--- config.mk ---
export PLATFORM = sky130hd
export DESIGN_NAME = wash_phase_timer
export DESIGN_NICKNAME = d
export VERILOG_FILES = /design/src/rtl/wm_pkg.sv /design/src/rtl/wm_tick_prescaler.sv /design/src/rtl/wash_phase_timer.sv
export SDC_FILE = /design/constraint.sdc
export NUM_CORES = 1
export LEC_CHECK = 0
export ABC_AREA = 1
export ABC_CLOCK_PERIOD_IN_PS = 5800
export CAP_MARGIN = 20
export CELL_PAD_IN_SITES_DETAIL_PLACEMENT = 1
export CELL_PAD_IN_SITES_GLOBAL_PLACEMENT = 2
export CORE_ASPECT_RATIO = 0.9
export CORE_MARGIN = 2
export CORE_UTILIZATION = 35
export CTS_BUF_LIST = sky130_fd_sc_hd__clkbuf_8
export DETAILED_ROUTE_END_ITERATION = 10
export GPL_TIMING_DRIVEN = 0
export PLACE_DENSITY_LB_ADDON = 0.2
export SLEW_MARGIN = 20
export SYNTH_ARGS = -nofsm -noshare
export SYNTH_HDL_FRONTEND = slang
export SYNTH_HIERARCHICAL = 1
export SYNTH_SLANG_ARGS = --single-unit
--- constraint.sdc ---
create_clock -name clk -period 5.8 [get_ports clk]
set_clock_uncertainty 0.05 [all_clocks]
set_input_delay 1.16 -clock clk [delete_from_list [all_inputs] [get_ports clk]]
set_output_delay 1.16 -clock clk [all_outputs]
set_load 0.02 [all_outputs]
--- src/rtl/wm_pkg.sv ---
// Shared constants for the washing-machine controller and its phase timer.
package wm_pkg;

    // Controller FSM state encodings
    localparam logic [2:0] CS_IDLE  = 3'd0;
    localparam logic [2:0] CS_FILL  = 3'd1;
    localparam logic [2:0] CS_WASH  = 3'd2;
    localparam logic [2:0] CS_RINSE = 3'd3;
    localparam logic [2:0] CS_SPIN  = 3'd4;
    localparam logic [2:0] CS_DONE  = 3'd5;

    // Timer FSM state encodings
    localparam logic [1:0] TS_IDLE = 2'd0;
    localparam logic [1:0] TS_RUN  = 2'd1;
    localparam logic [1:0] TS_HOLD = 2'd2;
    localparam logic [1:0] TS_DONE = 2'd3;

    // Wash mode selections
    localparam logic [1:0] MODE_NORMAL     = 2'd0;
    localparam logic [1:0] MODE_DELICATE   = 2'd1;
    localparam logic [1:0] MODE_HEAVY      = 2'd2;
    localparam logic [1:0] MODE_RINSE_ONLY = 2'd3;

    // Nominal phase durations, in timer decrements
    localparam int unsigned FILL_TIME  = 120;
    localparam int unsigned WASH_TIME  = 900;
    localparam int unsigned RINSE_TIME = 300;
    localparam int unsigned SPIN_TIME  = 240;

    // Default divider settings
    localparam int unsigned DEF_TICK_DIV   = 1;
    localparam int unsigned DEF_DIR_PERIOD = 1048576;
    localparam int unsigned DEF_SEC_DIV    = 1000000;

endpackage

--- src/rtl/wm_tick_prescaler.sv ---
// Divide-by-N enable generator: advances on adv unless held, wraps at N-1,
// and flags the wrapping advance with a one-cycle tick.
module wm_tick_prescaler #(
    parameter int unsigned N = 1
) (
    input  logic clk,
    input  logic reset_n,
    input  logic clear,
    input  logic hold,
    input  logic adv,
    output logic tick
);
    localparam int unsigned CW = (N > 1) ? $clog2(N) : 1;

    logic [CW-1:0] cnt;
    logic          last;
    logic          step_en;

    assign last    = (cnt == CW'(N - 1));
    assign step_en = adv && !hold;
    assign tick    = step_en && last;

    // Count 0..N-1; clear wins over advancing, hold freezes the count
    always_ff @(posedge clk or negedge reset_n) begin
        if (!reset_n) begin
            cnt <= '0;
        end else if (clear) begin
            cnt <= '0;
        end else if (step_en) begin
            cnt <= last ? '0 : cnt + 1'b1;
        end
    end

endmodule

--- src/rtl/wash_phase_timer.sv ---
// Phase countdown timer for the washing-machine controller, with motor
// direction phase and a seconds tick derived from the decrement stream.
//
// Handshake: timer_start is a one-cycle load request sampled on the rising
// edge (no ready; it is always accepted unless abort is high on that edge);
// timer_done is a one-cycle pulse answering the load that expired.
module wash_phase_timer
    import wm_pkg::*;
#(
    parameter int unsigned WIDTH      = 32,
    parameter int unsigned TICK_DIV   = DEF_TICK_DIV,
    parameter int unsigned DIR_PERIOD = DEF_DIR_PERIOD,
    parameter int unsigned SEC_DIV    = DEF_SEC_DIV
) (
    input  logic             clk,
    input  logic             reset_n,
    input  logic             timer_start,
    input  logic [WIDTH-1:0] timer_value,
    input  logic             pause,
    input  logic             abort,
    output logic             timer_done,
    output logic             busy,
    output logic [WIDTH-1:0] remaining,
    output logic             dir_phase,
    output logic             sec_tick,
    output logic [7:0]       elapsed_sec,
    output logic [1:0]       dbg_state
);

    logic [1:0] state;
    logic [1:0] state_nxt;
    logic       active;
    logic       div_clear;
    logic       pre_tick;
    logic       dec;
    logic       expire;
    logic       dir_tick;
    logic       sec_tick_c;

    assign dbg_state = state;
    assign active    = (state == TS_RUN) || (state == TS_HOLD);
    assign div_clear = abort || timer_start;
    // A decrement only happens on a count edge that is not overridden by
    // abort or a reload, and never from zero.
    assign dec       = pre_tick && !div_clear && (remaining != '0);
    assign expire    = dec && (remaining == WIDTH'(1));

    wm_tick_prescaler #(.N(TICK_DIV)) u_pre (
        .clk     (clk),
        .reset_n (reset_n),
        .clear   (div_clear),
        .hold    (pause),
        .adv     (active),
        .tick    (pre_tick)
    );

    wm_tick_prescaler #(.N(DIR_PERIOD)) u_dir (
        .clk     (clk),
        .reset_n (reset_n),
        .clear   (div_clear),
        .hold    (pause),
        .adv     (dec),
        .tick    (dir_tick)
    );

    wm_tick_prescaler #(.N(SEC_DIV)) u_sec (
        .clk     (clk),
        .reset_n (reset_n),
        .clear   (div_clear),
        .hold    (pause),
        .adv     (dec),
        .tick    (sec_tick_c)
    );

    // Next-state selection: abort, then reload, then expiry/pause tracking
    always_comb begin
        state_nxt = state;
        if (abort) begin
            state_nxt = TS_IDLE;
        end else if (timer_start) begin
            if (timer_value == '0) begin
                state_nxt = TS_DONE;
            end else begin
                state_nxt = pause ? TS_HOLD : TS_RUN;
            end
        end else if (active) begin
            if (expire) begin
                state_nxt = TS_DONE;
            end else begin
                state_nxt = pause ? TS_HOLD : TS_RUN;
            end
        end
    end

    // State, count and registered outputs
    always_ff @(posedge clk or negedge reset_n) begin
        if (!reset_n) begin
            state       <= TS_IDLE;
            busy        <= 1'b0;
            timer_done  <= 1'b0;
            remaining   <= '0;
            dir_phase   <= 1'b0;
            sec_tick    <= 1'b0;
            elapsed_sec <= 8'd0;
        end else begin
            state      <= state_nxt;
            busy       <= (state_nxt == TS_RUN) || (state_nxt == TS_HOLD);
            timer_done <= 1'b0;
            sec_tick   <= 1'b0;
            if (abort) begin
                remaining <= '0;
            end else if (timer_start) begin
                remaining   <= timer_value;
                dir_phase   <= 1'b0;
                elapsed_sec <= 8'd0;
                timer_done  <= (timer_value == '0);
            end else if (dec) begin
                remaining  <= remaining - 1'b1;
                timer_done <= expire;
                if (dir_tick) begin
                    dir_phase <= ~dir_phase;
                end
                if (sec_tick_c) begin
                    sec_tick <= 1'b1;
                    if (elapsed_sec != 8'hFF) begin
                        elapsed_sec <= elapsed_sec + 8'd1;
                    end
                end
            end
        end
    end

endmodule

======== Word level (Yosys, flattened, before mapping) ========
Index checks and enable logic that the tools add are counted.
storage, ports and cells
  register bits ........................... 87
  bits of input ports ..................... 37
cells by class
  add/sub/neg operators ................... 5
  eq/ne operators ......................... 8
  multiplexer cells ....................... 32
  bitwise gates (word level) .............. 3
  reduce and logical (&&, ||, !) cells .... 24
operators with widths
  kind                                                   number
  two-way mux 20 bit                                     6
  two-way mux 32 bit                                     3
  adder 20 x 1 -> 20 bit (second input constant)         2
  equality test 20 bit (second input constant)           2
  equality test 32 x 1 -> 1 bit (second input constant)  1
  logical NOT 32 bit                                     1
  two-way mux 8 bit                                      4
  nonzero test 32 bit                                    1
  subtractor 32 x 1 -> 32 bit (second input constant)    1
  two-way mux 1 bit                                      13
  two-way mux 2 bit                                      6
  nonzero test 2 bit                                     6
  adder 8 x 1 -> 8 bit (second input constant)           1
  logical AND 1 bit                                      8
  != test 8 bit (second input constant)                  1
  equality test 2 x 1 -> 1 bit (second input constant)   2
  equality test 2 bit (second input constant)            2
  AND reduction 4 bit                                    1
  logical OR 1 bit                                       3
  inverter 1 bit                                         3
  AND reduction 3 bit                                    1
  nonzero test 3 bit                                     1
  logical NOT 1 bit                                      2
  adder 1 bit (second input constant)                    1

======== Longest topological paths before layout ========
  word-level depth ........................ 13
  depth in mapped cells ................... 17

======== Modules after synthesis ========
The synthesis kept the hierarchy.
modules (own cells, without submodules)
  module                      instances  cells each  area each (um^2)  seq. area each (um^2)
  wash_phase_timer            1          473         3,358.2           1,151.1
  wm_tick_prescaler at u_dir  1          171         1,260.0           500.5
  wm_tick_prescaler at u_sec  1          174         1,237.4           500.5
  wm_tick_prescaler at u_pre  1          2           10.0              0.0

======== Worst setup path after synthesis ========
No wires, ideal clock.
  kind .................................... in2reg
  start point ............................. input port timer_start
  end point ............................... register u_dir.cnt[5]
  setup time .............................. 121 ps
  arrival ................................. 2,625 ps
  required time ........................... 5,629 ps
  setup slack ............................. 3,003 ps
  stages .................................. 13
  path through ............................ buf_6 > nor2_2 > inv_2 > nor2_8 > nand2_8 > inv_1 > inv_1 > nor2_1 > nor2_1 > clkbuf_1 > nor3_1 > xnor2_1 > nor2_1
on the way
  longest elaborated chain between the ends .. 6
  elaborated cells between the ends (all ways) .. 7
RTL lines
  what                             RTL line                 text
  start, declared                  wash_phase_timer.sv:17   input logic timer_start,
  logical OR 1 bit                 wash_phase_timer.sv:42   assign div_clear = abort || timer_start;
  named net div_clear              wash_phase_timer.sv:33   logic div_clear;
  logical NOT 1 bit                wash_phase_timer.sv:45   assign dec = pre_tick && !div_clear && (remaining != '0);
  logical AND 1 bit (2 in series)  wash_phase_timer.sv:45
  named net dec                    wash_phase_timer.sv:35   logic dec;
  logical AND 1 bit                wm_tick_prescaler.sv:20  assign step_en = adv && !hold;
  nonzero test 2 bit (no line)     n/a
  end signal, assigned             wm_tick_prescaler.sv:30  cnt <= last ? '0 : cnt + 1'b1;
  end, declared                    wm_tick_prescaler.sv:15  logic [CW-1:0] cnt;
The timed path passes the listed nets, and every way through them passes these cells.
A chain may end at the register's enable or synchronous reset.

======== Worst setup path in the final report ========
  start point ............................. input port abort
  end point ............................... register u_dir.cnt[2]
on the way
  longest elaborated chain between the ends .. 6
  elaborated cells between the ends (all ways) .. 7
RTL lines
  what                             RTL line                 text
  start, declared                  wash_phase_timer.sv:20   input logic abort,
  logical OR 1 bit                 wash_phase_timer.sv:42
  named net div_clear              wash_phase_timer.sv:33
  logical NOT 1 bit                wash_phase_timer.sv:45
  logical AND 1 bit (2 in series)  wash_phase_timer.sv:45
  named net dec                    wash_phase_timer.sv:35
  logical AND 1 bit                wm_tick_prescaler.sv:20
  nonzero test 2 bit (no line)     n/a
The timed path passes the listed nets, and every way through them passes these cells.

==> flow_metrics.env <==
export IMPL_outcome="completed"
export IMPL_die_y_um=127
export IMPL_leakagePower_nw=3.16
export IMPL_antenna_found_initial=0
export IMPL_fmax_ghz=0.310
export IMPL_rr_worst_depth=16
export IMPL_fill_cells=2056
export IMPL_insertion_delay_ns=0.40
export IMPL_ys_warn_count=6
export IMPL_syn_to_final_growth_pct=22.2
export IMPL_cp_start_kind="input pin"
export IMPL_cts_max_level=3
export IMPL_finalWeightedCongestion=0.861
export IMPL_drc_errors=0
export IMPL_diodes=0
export IMPL_rsz0062_at_grt="false"
export IMPL_grt_max_degree=50
export IMPL_cts_sinks=86
export IMPL_cts_setup_buffers=0
export IMPL_timing_hold_ws_ns=0.485
export IMPL_die_w_um=140
export IMPL_gr_usage_met3_pct=4.79
export IMPL_layout_commonest_cell="nand2_1"
export IMPL_crit_path_max_fanout=10
export IMPL_setup_viol=0
export IMPL_die_area_um2=17800
export IMPL_ant_nets=0
export IMPL_finalCritPeriodShare_pct=55.6
export IMPL_drt_iter0_markers=387
export IMPL_grt_pass1_vias=5896
export IMPL_required_ns=6.03
export IMPL_place_area_um2=6960
export IMPL_hp_start="u_dir/cnt[1]"
export IMPL_wl_per_cell_um=17.0
export IMPL_use_met2_pct=35.0
export IMPL_r2r_setup_slack_ns=2.83
export IMPL_clk_pin_slew_ns=0.10
export IMPL_ioPinCount=83
export IMPL_ir_worst_vdd_uv=106
export IMPL_dp_cells=1109
export IMPL_hold_viol=0
export IMPL_final_cell_area_um2=7170
export IMPL_min_path_type="reg -> reg"
export IMPL_drv_slew=0
export IMPL_grt_busiest_layer="met2"
export IMPL_relSlewSlack_pct=44.5
export IMPL_hold_depth=2
export IMPL_grtUsageMet1_pct=32.6
export IMPL_power_density_nw_per_um2=218
export IMPL_postCtsHoldBufs=0
export IMPL_grt_use_total_pct=22.4
export IMPL_critPathArrivalTime_ns=3.46
export IMPL_worstReg2RegEnd="u_dir/cnt[2]"
export IMPL_syn_inst=820
export IMPL_grt_pass1_wl_um=31400
export IMPL_maxCapViolCount=0
export IMPL_wl_um=19100
export IMPL_cts_resized=0
export IMPL_post_place_ws_ns=2.15
export IMPL_overflow=0
export IMPL_synth_cell_types=45
export IMPL_synth_top_flop_cell="dfrtp_1"
export IMPL_final_setup_tns_ns=0
export IMPL_path_class="in -> reg"
export IMPL_cts_buffer_depth=2
export IMPL_cts_root_buf="clkbuf_8"
export IMPL_synth_edf_count=0
export IMPL_netlist_area_um2=5870
export IMPL_num_nets_final=955
export IMPL_rows=44
export IMPL_final_cell_mix="nand2_1 (195), nor2_1 (171), dfrtp_1 (86)"
export IMPL_ys_async_sr_fraction_pct=100
export IMPL_ys_seq_area_share_pct=36.7
export IMPL_min_to="u_dir/cnt[1]"
export IMPL_via_count=5727
export IMPL_worstMarginPinSlew_ns=0.833
export IMPL_port_buffers=81
export IMPL_dp_hpwl_um=14600
export IMPL_period_minus_slack_ns=3.23
export IMPL_worstSetupEndpointType="flip-flop"
export IMPL_fin_cells=1125
export IMPL_drive_above_1_share_pct=10.0
export IMPL_fin_ws_ns=2.57
export IMPL_syn_nets=862
export IMPL_cts_tree="built"
export IMPL_fp_coreArea_um2=16300
export IMPL_via_per_inst=5.09
export IMPL_first_pass_iters=5
export IMPL_start_util_pct=36.0
export IMPL_r2r_start="remaining[0]"
export IMPL_synth_area_per_cell_um2=7.15
export IMPL_synth_seq_cells=86
export IMPL_cts_buffers=9
[registers in the layout (all words and copies together), names as in the netlist]
register	cells
u_dir/cnt	20
u_sec/cnt	20
timer_done	1
dbg_state	2
elapsed_sec	8
remaining	32
busy	1
sec_tick	1
dir_phase	1
[how the worst max path moves through the flow]
stage | slack, ns | endpoint | startpoint | cells after the start
6_report | 2.57 | u_dir/cnt[2] | abort | 13
4_1_cts | 2.59 | u_dir/cnt[5] | abort | 13
3_3_place_gp | -0.03 | u_sec/cnt[3] | reset_n | 1
2_1_floorplan | 3.00 | u_dir/cnt[5] | timer_start | 13
5_1_grt | 2.35 | dir_phase | abort | 14
3_5_place_dp | 2.15 | u_dir/cnt[5] | abort | 13
[layer usage]
metal	vias to the layer above	wire (µm)
met2	123	8310
met5	-	0
li1	2808	-
met4	0	161
met3	18	1010
met1	2778	9590
[layout make-up]
cell class	instances	area [µm²]	area share (%)
inverter	80	308	4.29
clock inverter	7	81.3	1.13
buffer	18	149	2.08
clock buffer	9	124	1.73
timing repair buffer	82	840	11.7
sequential	86	2150	30.0
multi-input combinational	636	3260	45.4
tap	207	259	3.61
[through the flow]
stage	utilization [%]	power [mW]
final	44.0	1.56
after floorplan	-	0.919
after CTS	44.0	1.58
after global placement	42.6	1.08
after detailed placement	42.7	1.10
after global routing	44.0	1.65
[cell usage after synthesis, types with 2 or more instances]
cell	instances	area (µm²)
or2_2	3	18.8
nor2_2	11	68.8
o21bai_1	4	30.0
ha_1	5	62.6
clkbuf_1	8	30.0
xor2_1	27	236
o21ai_1	17	85.1
nand4_1	16	100
nand2_4	6	67.6
nand3b_1	4	30.0
o22ai_1	12	75.1
xnor2_1	12	105
nand2_1	195	732
nor3_1	10	50.1
o21ai_4	2	32.5
buf_6	7	78.8
inv_2	2	7.51
a21oi_1	16	80.1
nor2_1	171	642
nand3_1	43	215
o211ai_1	3	22.5
mux2i_1	4	40.0
nor2_4	6	67.6
nand2_2	10	62.6
o21ai_2	13	114
inv_1	75	282
o21ai_0	33	165
nand3_2	3	30.0
dfrtp_1	86	2150
[critical path: stages]
cell and delay [ns]:
clkdlybuf4s50_1 0.63, nor2_2 0.10, inv_2 0.16, nor2_8 0.06
nand2_8 0.09, inv_1 0.05, inv_1 0.04, nor2_1 0.05
nor2_1 0.27, clkbuf_1 0.47, nor2_1 0.12, xnor2_1 0.19
nor2_2 0.06
[kinds of logic after synthesis]
| family | Yosys count | synth area share, % |
|---|---|---|
| compound gates | 105 | 11.2 |
| xor+xnor | 39 | 5.82 |
| fa+ha+maj | 5 | 1.07 |
| buf+inv | 98 | 7.79 |
| flops | 86 | 36.7 |
| mux | 4 | 0.683 |
| simple gates | 483 | 36.8 |
[power by group]
| part | internal (mW) | switching, mW | total (mW) |
|---|---|---|---|
| logic | 0.161 | 0.259 | 0.419 |
| registers | 0.628 | 0.0425 | 0.670 |
| clock network | 0.205 | 0.267 | 0.471 |
| total | 0.993 | 0.568 | 1.56 |
No activity file was read; power rests on OpenSTA's default activity.
